===== src/rtl/uart_pkg.sv =====
// Shared UART definitions: frame FSM states, default bit timing, data width and parity helper.
// The PARITY state exists only when UART_TX_PARITY_EN is defined.
package uart_pkg;

    localparam int CLKS_PER_BIT_DEFAULT = 5208;
    localparam int UART_DATA_BITS       = 8;

    typedef enum logic [2:0] {
        IDLE   = 3'd0,
        START  = 3'd1,
        DATA   = 3'd2,
`ifdef UART_TX_PARITY_EN
        PARITY = 3'd3,
`endif
        STOP   = 3'd4
    } uart_state_t;

    function automatic logic even_parity(input logic [UART_DATA_BITS-1:0] data);
        return ^data;
    endfunction

endpackage


===== src/rtl/uart_tx_fifo.sv =====
// Single-clock transmit FIFO with occupancy count; pushes while full and pops while empty
// are ignored. Read data is the current head entry (show-ahead).
module uart_tx_fifo
    import uart_pkg::*;
#(
    parameter int DEPTH = 8
) (
    input  logic                             clk,
    input  logic                             reset_n,
    input  logic                             push,
    input  logic                             pop,
    input  logic [UART_DATA_BITS-1:0]        wdata,
    output logic [UART_DATA_BITS-1:0]        rdata,
    output logic                             full,
    output logic                             empty,
    output logic [$clog2(DEPTH+1)-1:0]       count
);

    localparam int AW = $clog2(DEPTH);
    localparam int CW = $clog2(DEPTH + 1);

    logic [UART_DATA_BITS-1:0] mem_r [DEPTH];
    logic [AW-1:0]             wr_ptr_r;
    logic [AW-1:0]             rd_ptr_r;
    logic [CW-1:0]             count_r;
    logic                      push_s;
    logic                      pop_s;

    assign full   = (count_r == CW'(DEPTH));
    assign empty  = (count_r == CW'(0));
    assign count  = count_r;
    assign rdata  = mem_r[rd_ptr_r];
    assign push_s = push && !full;
    assign pop_s  = pop && !empty;

    // Storage array; contents are don't-care until written, so it carries no reset
    always_ff @(posedge clk) begin
        if (push_s) begin
            mem_r[wr_ptr_r] <= wdata;
        end
    end

    // Pointers wrap naturally because DEPTH is a power of two
    always_ff @(posedge clk) begin
        if (!reset_n) begin
            wr_ptr_r <= AW'(0);
            rd_ptr_r <= AW'(0);
            count_r  <= CW'(0);
        end else begin
            if (push_s) begin
                wr_ptr_r <= wr_ptr_r + AW'(1);
            end
            if (pop_s) begin
                rd_ptr_r <= rd_ptr_r + AW'(1);
            end
            case ({push_s, pop_s})
                2'b10:   count_r <= count_r + CW'(1);
                2'b01:   count_r <= count_r - CW'(1);
                default: count_r <= count_r;
            endcase
        end
    end

endmodule


===== src/rtl/uart_tx.sv =====
// UART transmitter: FIFO-buffered, LSB-first 8N1 frames; optional even parity bit
// when UART_TX_PARITY_EN is defined (frames become 8E1).
module uart_tx
    import uart_pkg::*;
#(
    parameter int CLKS_PER_BIT = CLKS_PER_BIT_DEFAULT,
    parameter int FIFO_DEPTH   = 8
) (
    input  logic                              clk,
    input  logic                              reset_n,
    input  logic [7:0]                        tx_data,
    input  logic                              tx_valid,
    output logic                              tx_ready,
    output logic                              tx,
    output logic                              busy,
    output logic [$clog2(FIFO_DEPTH+1)-1:0]   fifo_count
);

    localparam int             BW        = (CLKS_PER_BIT > 1) ? $clog2(CLKS_PER_BIT) : 1;
    localparam logic [BW-1:0]  BAUD_LAST = BW'(CLKS_PER_BIT - 1);
    localparam logic [2:0]     BIT_LAST  = 3'(UART_DATA_BITS - 1);

    uart_state_t               state_r, state_next_s;
    logic [BW-1:0]             baud_r, baud_next_s;
    logic [2:0]                bit_idx_r, bit_idx_next_s;
    logic [UART_DATA_BITS-1:0] shift_r, shift_next_s;
    logic                      tx_r, tx_s;
    logic                      bit_end_s;
    logic                      push_s, pop_s;
    logic                      fifo_full_s, fifo_empty_s;
    logic [UART_DATA_BITS-1:0] fifo_rdata_s;
`ifdef UART_TX_PARITY_EN
    logic                      parity_r, parity_next_s;
`endif

    assign tx_ready  = !fifo_full_s;
    assign push_s    = tx_valid && !fifo_full_s;
    assign bit_end_s = (baud_r == BAUD_LAST);
    assign tx        = tx_r;
    assign busy      = (state_r != IDLE) || (fifo_count != '0);

    uart_tx_fifo #(.DEPTH(FIFO_DEPTH)) u_fifo (
        .clk     (clk),
        .reset_n (reset_n),
        .push    (push_s),
        .pop     (pop_s),
        .wdata   (tx_data),
        .rdata   (fifo_rdata_s),
        .full    (fifo_full_s),
        .empty   (fifo_empty_s),
        .count   (fifo_count)
    );

    // Next-state and line-level decode; tx_s reflects the current state and is
    // registered below, so the line trails the state by exactly one cycle
    always_comb begin
        state_next_s   = state_r;
        baud_next_s    = baud_r + BW'(1);
        bit_idx_next_s = bit_idx_r;
        shift_next_s   = shift_r;
        pop_s          = 1'b0;
        tx_s           = 1'b1;
`ifdef UART_TX_PARITY_EN
        parity_next_s  = parity_r;
`endif
        case (state_r)
            IDLE: begin
                baud_next_s = BW'(0);
                if (!fifo_empty_s) begin
                    pop_s        = 1'b1;
                    shift_next_s = fifo_rdata_s;
`ifdef UART_TX_PARITY_EN
                    parity_next_s = even_parity(fifo_rdata_s);
`endif
                    state_next_s = START;
                end else begin
                    state_next_s = IDLE;
                end
            end
            START: begin
                tx_s = 1'b0;
                if (bit_end_s) begin
                    baud_next_s    = BW'(0);
                    bit_idx_next_s = 3'd0;
                    state_next_s   = DATA;
                end else begin
                    state_next_s = START;
                end
            end
            DATA: begin
                tx_s = shift_r[0];
                if (bit_end_s) begin
                    baud_next_s  = BW'(0);
                    shift_next_s = {1'b0, shift_r[UART_DATA_BITS-1:1]};
                    if (bit_idx_r == BIT_LAST) begin
`ifdef UART_TX_PARITY_EN
                        state_next_s = PARITY;
`else
                        state_next_s = STOP;
`endif
                    end else begin
                        bit_idx_next_s = bit_idx_r + 3'd1;
                    end
                end else begin
                    state_next_s = DATA;
                end
            end
`ifdef UART_TX_PARITY_EN
            PARITY: begin
                tx_s = parity_r;
                if (bit_end_s) begin
                    baud_next_s  = BW'(0);
                    state_next_s = STOP;
                end else begin
                    state_next_s = PARITY;
                end
            end
`endif
            STOP: begin
                tx_s = 1'b1;
                if (bit_end_s) begin
                    baud_next_s = BW'(0);
                    if (!fifo_empty_s) begin
                        pop_s        = 1'b1;
                        shift_next_s = fifo_rdata_s;
`ifdef UART_TX_PARITY_EN
                        parity_next_s = even_parity(fifo_rdata_s);
`endif
                        state_next_s = START;
                    end else begin
                        state_next_s = IDLE;
                    end
                end else begin
                    state_next_s = STOP;
                end
            end
            default: begin
                baud_next_s  = BW'(0);
                state_next_s = IDLE;
            end
        endcase
    end

    // Frame state, counters, shifter and the registered serial line
    always_ff @(posedge clk) begin
        if (!reset_n) begin
            state_r   <= IDLE;
            baud_r    <= BW'(0);
            bit_idx_r <= 3'd0;
            shift_r   <= {UART_DATA_BITS{1'b0}};
            tx_r      <= 1'b1;
`ifdef UART_TX_PARITY_EN
            parity_r  <= 1'b0;
`endif
        end else begin
            state_r   <= state_next_s;
            baud_r    <= baud_next_s;
            bit_idx_r <= bit_idx_next_s;
            shift_r   <= shift_next_s;
            tx_r      <= tx_s;
`ifdef UART_TX_PARITY_EN
            parity_r  <= parity_next_s;
`endif
        end
    end

endmodule


===== config.mk =====
export PLATFORM = sky130hd
export DESIGN_NAME = uart_tx
export DESIGN_NICKNAME = d
export VERILOG_FILES = /design/src/rtl/uart_pkg.sv /design/src/rtl/uart_tx_fifo.sv /design/src/rtl/uart_tx.sv
export SDC_FILE = /design/constraint.sdc
export NUM_CORES = 1
export LEC_CHECK = 0
export CAP_MARGIN = 0
export CORE_MARGIN = 3
export CORE_UTILIZATION = 50
export CTS_BUF_LIST = sky130_fd_sc_hd__clkbuf_8
export CTS_CLUSTER_DIAMETER = 40
export CTS_CLUSTER_SIZE = 10
export DETAILED_ROUTE_END_ITERATION = 16
export PLACE_DENSITY_LB_ADDON = 0.25
export REMOVE_ABC_BUFFERS = 1
export SLEW_MARGIN = 0
export SYNTH_ARGS = -nofsm -noshare
export SYNTH_HDL_FRONTEND = slang
export SYNTH_SLANG_ARGS = --single-unit

===== constraint.sdc =====
create_clock -name clk -period 2.8 [get_ports clk]
set_input_delay 0.56 -clock clk [delete_from_list [all_inputs] [get_ports clk]]
set_output_delay 0.56 -clock clk [all_outputs]
set_load 0.005 [all_outputs]

==> impl_metrics.csv, run 1 <==
group,metric,value,unit
status,status,"finished clean",
pwr,ir_drop,0.456,mV
floorplanning,die-width,101,um
detailed_routing,drt-total-wl,8340,um
flow_run,drv_cap,0,
timing,fmax,0.375,GHz
grt,grt_start_max_net_pins,30,
finish,nNetsFinal,402,
grt,antenna_found_initial,0,
detailed_routing,vias_per_cell,5.69,
synth,synth_top_cell_by_area,"edfxtp_1",
pwr,p_leak,1.65,nW
synth,ys.flop_type,"edfxtp_1",
synth,syn-mean-instance-area,12.8,um^2
floorplanning,io_pins,18,
critical_path,cp.arrival,2.11,ns
finish,syn2layout_area_growth,10.7,%
critical_path,crit_path_cell_trace,"or4_4 -> or4_2 -> dlygate4sd2_1",
floorplanning,start_util,0.520,
synth,synth_seq_cells,105,
timing,setup_tns,0,ns
floorplanning,core_area,8760,um^2
finish,layout-drive-gt1-share,0.129,
critical_path,required,2.24,ns
timing,timing.final.max_slew_violations,0,
synth,ys_async_sr_fraction,0,
detailed_routing,drt_iter0_drc,176,
clock_tree,cts_sinks,105,
clock_tree,htree_levels,3,
place,dp_hpwl,5570,um
synth,synth.distinct_cells,55,
detailed_routing,dr.pass1.iters,4,
detailed_routing,ant_nets,0,
timing,setup_violations,0,
floorplanning,num_rows,34,
grt,overflow,0,
clock_tree,cts_made_buffers,9,
floorplanning,die_h,101,um
synth,synth_top_area_share,0.422,
clock_tree,cts_hold_buf,0,
finish,antenna_cells,0,
timing,rsz0062_at_grt,"false",
clock_tree,postCtsSetupBuffers,0,
place,portBuffers,17,
synth,yosys-top-cells-area,"edfxtp_1 42%, dfxtp_1 18%, mux2i_1 7.5%",
detailed_routing,wl_per_cell,16.8,um
timing,slew_headroom,0.343,
critical_path,cp_max_fo,7,
synth,netlist_area,4550,um^2
clock_tree,cts-root-buf,"clkbuf_8",
detailed_routing,drc,0,
pwr,power_density,772,nW/um^2
grt,grt_pass1_vias,2734,
synth,synthTopCellsByCount,"64 x edfxtp_1, 41 x dfxtp_1, 34 x mux2i_1, 29 x nor2_1, 20 x a21oi_1",
synth,yosys_warnings,0,
synth,synth.most_common_cell,"edfxtp_1",
grt,grt_pass1_wl,13600,um
place,gp_congestion,0.851,
timing,worst_slew_pin_slew,0.982,ns
detailed_routing,vias,2821,
min_path,hold_class,"reg -> reg",
synth,synth-edff-count,64,
synth,syn_inst,356,
clock_tree,clock_path_buffers,2,
clock_tree,clk_latency,0.36,ns
floorplanning,die_area,10300,um^2
timing,post-route-period-util,0.953,
clock_tree,post_cts_resized,3,
finish,stdcell_count,496,
synth,ys_seq_area_frac,0.602,
pwr,total_power,3.89,mW
place,place_inst,480,
timing,fin_skew,0.00855,ns
critical_path,slowest_delay,0.56,ns
finish,fin_util,0.575,
critical_path,cp_slowest_cell,"or4_4",
timing,period_minus_slack,2.67,ns
critical_path,cp-end-kind,"output port",
grt,grt.total_usage,0.175,
critical_path,worstSetupPathType,"reg -> out",
critical_path,start_kind,"flop",
clock_tree,cts_tree,"done",
clock_tree,clkTransAtPathRegs,0.09,ns
timing,hold_viol,0,
-- sequential cells by signal, indices dropped and copies added, names as in the netlist, named ones only --
signal / cells
state_r: 3
bit_idx_r: 3
u_fifo.wr_ptr_r: 3
u_fifo.mem_r: 64
baud_r: 13
u_fifo.count: 4
tx: 1
shift_r: 8
u_fifo.rd_ptr_r: 3
-- critical path, delay by kind of cell, from the launching register on --
kind                   cells  cell delay (ns)
AND/OR/NAND/NOR            2             1.10
buffers and inverters      1             0.28
flip-flops                 1             0.36
-- final cells by class --
cell class              count  area, um^2
repair buffers             33         289
fillers                   710        3720
clock buffers               9         124
well taps                 108         135
clock inverters             7        47.5
multi-input cells         223        1660
flip-flops and latches    105        2750
inverters                  11        41.3
-- path summary, 6_finish.rpt --
check / start / to / slack (ns) / depth (start not counted)
setup / recovery: u_fifo.count[0] / busy / 0.13 / 3
hold / removal: shift_r[5] / shift_r[5] / 0.47 / 2
setup reg to reg: u_fifo.count[0] / u_fifo.count[2] / 0.26 / 10
hold reg to reg: shift_r[5] / shift_r[5] / 0.47 / 2
-- cell families after synthesis --
logic type,after synthesis,synth area share
AO/OA/AOI/OAI,58,0.0904
AND/OR/NAND/NOR,102,0.126
buffers and inverters,28,0.0349
multiplexers,38,0.0921
flip-flops,105,0.602
adder cells (fa/ha/maj),8,0.0220
XOR/XNOR,17,0.0327
-- placed cells by master, fill, tap and decap left out, drive strengths merged, types with 3 or more instances in the layout --
master         instances
buf                   16
clkdlybuf4s50         16
clkbuf                 9
nor3b                  3
edfxtp                64
a22oi                 13
o211ai                 3
a21oi                 22
nor3                   7
mux2i                 34
nand3                 11
o32ai                  6
clkinvlp               3
inv                   13
mux4                   3
ha                     8
or3                    3
nor4                   5
xor2                   7
nor2b                  3
dfxtp                 41
nor2                  29
and2                   4
xnor2                 10
o21ai                  6
or4                    3
nand2                 17
nand2b                 4
-- metal layers --
metal	share of wire	routed length [um]	global-route usage
met5	0	0	0
met3	0.058	485	0.0393
met1	0.46	3810	0.251
met4	0.016	134	0.0613
met2	0.47	3920	0.265
-- where the power goes --
group          internal [mW]  switching (mW)  leakage [nW]  total (mW)
combinational          0.548           0.592         0.658        1.14
clock                  0.322           0.499        0.0807       0.821
sequential              1.81           0.120         0.916        1.93
-- per-stage QoR --
stage	instance area, um^2	setup WS (ns)	hold slack (ns)
2_1_floorplan	4440	0.144	0.433
3_3_place_gp	4870	0.299	0.443
3_5_place_dp	4870	0.247	0.448
4_1_cts	5040	0.105	0.466
5_1_grt	5040	0.0212	0.486
6_report	5040	0.131	0.467
No activity file was read; power rests on OpenSTA's default activity.
==> inputs of run 2 (changes only) <==
Settings changed: CORE_UTILIZATION 50 to 63, SYNTH_HIERARCHICAL set to 1.
Clock period 2.8 ns to 2.85 ns, I/O delays scaled along.
==> run 2 against run 1 <==
Compared with the run above: sequential cell count is the same; utilization up 17 points; sequential share of layout area down 0.87 points; wire length is 11% lower; critical path depth grew 9; worst hold slack worse by 0.019 ns; area after synthesis increased by 0.41%; largest power group unchanged; largest cell class unchanged; highest routed layer unchanged; first-iteration DRC count shrank 51%; register-to-register slack got worse by 0.08 ns; design area up 1.6%; clock-buffer cell count unchanged.
==> impl_metrics.csv, run 2 <==
group,metric,value,unit
floorplanning,die_area,8310,um^2
synth,syn-mean-instance-area,14.2,um^2
min_path,hold_class,"reg -> reg",
finish,top_register,"u_fifo/mem_r",
detailed_routing,vias,2606,
clock_tree,postCtsSetupBuffers,0,
detailed_routing,dr.pass1.iters,4,
synth,synth-edff-count,64,
critical_path,reg2reg_from,"baud_r[0]",
finish,largest_reg_flops,64,
clock_tree,clk_latency,0.37,ns
detailed_routing,drt_iter0_drc,86,
critical_path,cp.arrival,2.97,ns
place,dp_hpwl,5050,um
synth,ys_async_sr_fraction,0,
critical_path,start_kind,"flop",
status,status,"finished clean",
clock_tree,htree_levels,3,
synth,ys_seq_area_frac,0.600,
detailed_routing,ant_nets,0,
synth,syn_inst,321,
timing,setup_violations,0,
pwr,p_leak,1.69,nW
clock_tree,clock_path_buffers,2,
timing,timing.final.max_slew_violations,0,
critical_path,timing.reg2reg.setup_slack,0.18,ns
clock_tree,cts_hold_buf,0,
clock_tree,cts_made_buffers,9,
synth,synth.most_common_cell,"edfxtp_1",
synth,synth_seq_cells,105,
detailed_routing,vias_per_cell,5.74,
grt,antenna_found_initial,0,
grt,grt.total_usage,0.197,
timing,finalHoldWorstSlack,0.448,ns
finish,fin_util,0.741,
synth,yosys_warnings,6,
synth,synthTopCellsByCount,"64 x edfxtp_1, 41 x dfxtp_1, 17 x nor2_1, 16 x mux4_2, 16 x nand2_1",
timing,rsz0062_at_grt,"false",
detailed_routing,drt-met1-wl,3380,um
floorplanning,core_area,6910,um^2
place,post-place-ws,0.176,ns
grt,grt_start_max_net_pins,22,
synth,netlist_area,4570,um^2
timing,slew_headroom,0.394,
clock_tree,clkTransAtPathRegs,0.10,ns
critical_path,required,3.15,ns
floorplanning,die_h,91.2,um
grt,grt_pass1_vias,2554,
detailed_routing,drt-total-wl,7460,um
floorplanning,die-width,91.2,um
place,portBuffers,17,
finish,syn2layout_area_growth,12.0,%
timing,worst_slack,0.176,ns
timing,worst_slew_pin_slew,0.905,ns
finish,layout_common_cells,"64 x edfxtp_1, 39 x dfxtp_1, 21 x buf_4",
detailed_routing,wl_met3,338,um
timing,setup_tns,0,ns
synth,ys.flop_type,"edfxtp_1",
flow_run,drv_cap,0,
timing,period_minus_slack,2.67,ns
critical_path,cp-end-kind,"flop",
finish,layout_commonest_cell,"edfxtp_1",
grt,grt_pass1_wl,12700,um
synth,synth.distinct_cells,56,
timing,fmax,0.374,GHz
synth,synth_top_area_share,0.420,
floorplanning,io_pins,18,
place,gp_congestion,0.778,
pwr,total_power,4.14,mW
timing,hold_viol,0,
synth,synth_top_cell_by_area,"edfxtp_1",
timing,post-route-period-util,0.938,
finish,layout-drive-gt1-share,0.232,
detailed_routing,top_layer_used,"met4",
grt,overflow,0,
critical_path,worstSetupPathType,"reg -> reg",
clock_tree,cts-root-buf,"clkbuf_8",
timing,fin_skew,0.00875,ns
floorplanning,start_util,0.662,
critical_path,cp_max_fo,4,
synth,yosys-top-cells-area,"edfxtp_1 42%, dfxtp_1 18%, mux4_2 7.9%",
clock_tree,cts_sinks,105,
clock_tree,cts_tree,"done",
clock_tree,post_cts_resized,0,
detailed_routing,wl_per_cell,16.4,um
critical_path,critPathLaunch,"baud_r[0]",
detailed_routing,wl_met2,3680,um
finish,antenna_cells,0,
pwr,power_density,809,nW/um^2
floorplanning,num_rows,30,
pwr,ir_drop,0.652,mV
finish,top_regs,"u_fifo/mem_r: 64 flops, baud_r: 13 flops, shift_r: 8 flops",
finish,nNetsFinal,372,
min_path,worstHoldStart,"baud_r[0]",
detailed_routing,drc,0,
-- run 2: cell count changes after synthesis, sizes merged, moves of 3 or more --
cell / change
a21boi: +3
a21oi: -5
a22oi: -13
a311oi: +7
and2: +4
inv: -5
mux2: +7
mux2i: -24
mux4: +13
nor2: -12
o21ai: -4
o32ai: -6
or4: -3
-- run 2: report_power, final --
group / switching [mW] / internal (mW)
Sequential: 0.153 / 1.82
Clock: 0.549 / 0.349
Combinational: 0.600 / 0.677
Total: 1.30 / 2.84
-- run 2: worst max-delay path, cell delays in order, from the launching register on --
cell	delay, ns
dfxtp_1	0.36
ha_1	0.23
and4b_4	0.27
nand3_2	0.09
a21boi_1	0.23
o41a_1	0.24
ha_1	0.21
xor2_1	0.16
ha_1	0.17
a21oi_1	0.05
xor2_1	0.15
or3_1	0.30
a21boi_0	0.15
-- run 2: cells by family (layout without fill, tap and decap cells) --
kind of cell | after synthesis | in the layout | synth area share
XOR/XNOR | 18 | 18 | 0.0345
AO/OA/AOI/OAI | 39 | 39 | 0.0728
adder cells (fa/ha/maj) | 8 | 8 | 0.0219
multiplexers | 34 | 34 | 0.120
AND/OR/NAND/NOR | 94 | 94 | 0.123
buffers and inverters | 23 | 60 | 0.0279
flip-flops | 105 | 105 | 0.600
-- run 2: area by class of cell --
| cell class | instances | area [um^2] |
|---|---|---|
| Sequential cell | 105 | 2750 |
| Fill cell | 450 | 1790 |
| Multi-Input combinational cell | 193 | 1700 |
| Timing Repair Buffer | 38 | 328 |
| Clock buffer | 9 | 124 |
| Tap cell | 96 | 120 |
| Clock inverter | 7 | 80.1 |
| Inverter | 6 | 22.5 |
-- run 2: worst paths after layout --
kind | endpoint | cells past startpoint
worst max register to register | u_fifo/count[2] | 12
worst min-delay path | baud_r[0] | 1
worst min register to register | baud_r[0] | 1
worst max-delay path | u_fifo/count[2] | 12
-- run 2: layer usage --
| layer | global-route usage | vias up |
|---|---|---|
| met5 | 0 | - |
| met4 | 0.0490 | 0 |
| met3 | 0.0530 | 7 |
| met2 | 0.313 | 38 |
| met1 | 0.272 | 1278 |
| li1 | - | 1283 |
-- run 2: per-stage QoR --
stage	instance area [um^2]	instances
3_5_place_dp	4910	438
6_report	5120	454
3_3_place_gp	4910	438
2_1_floorplan	4470	304
4_1_cts	5120	454
5_1_grt	5120	454
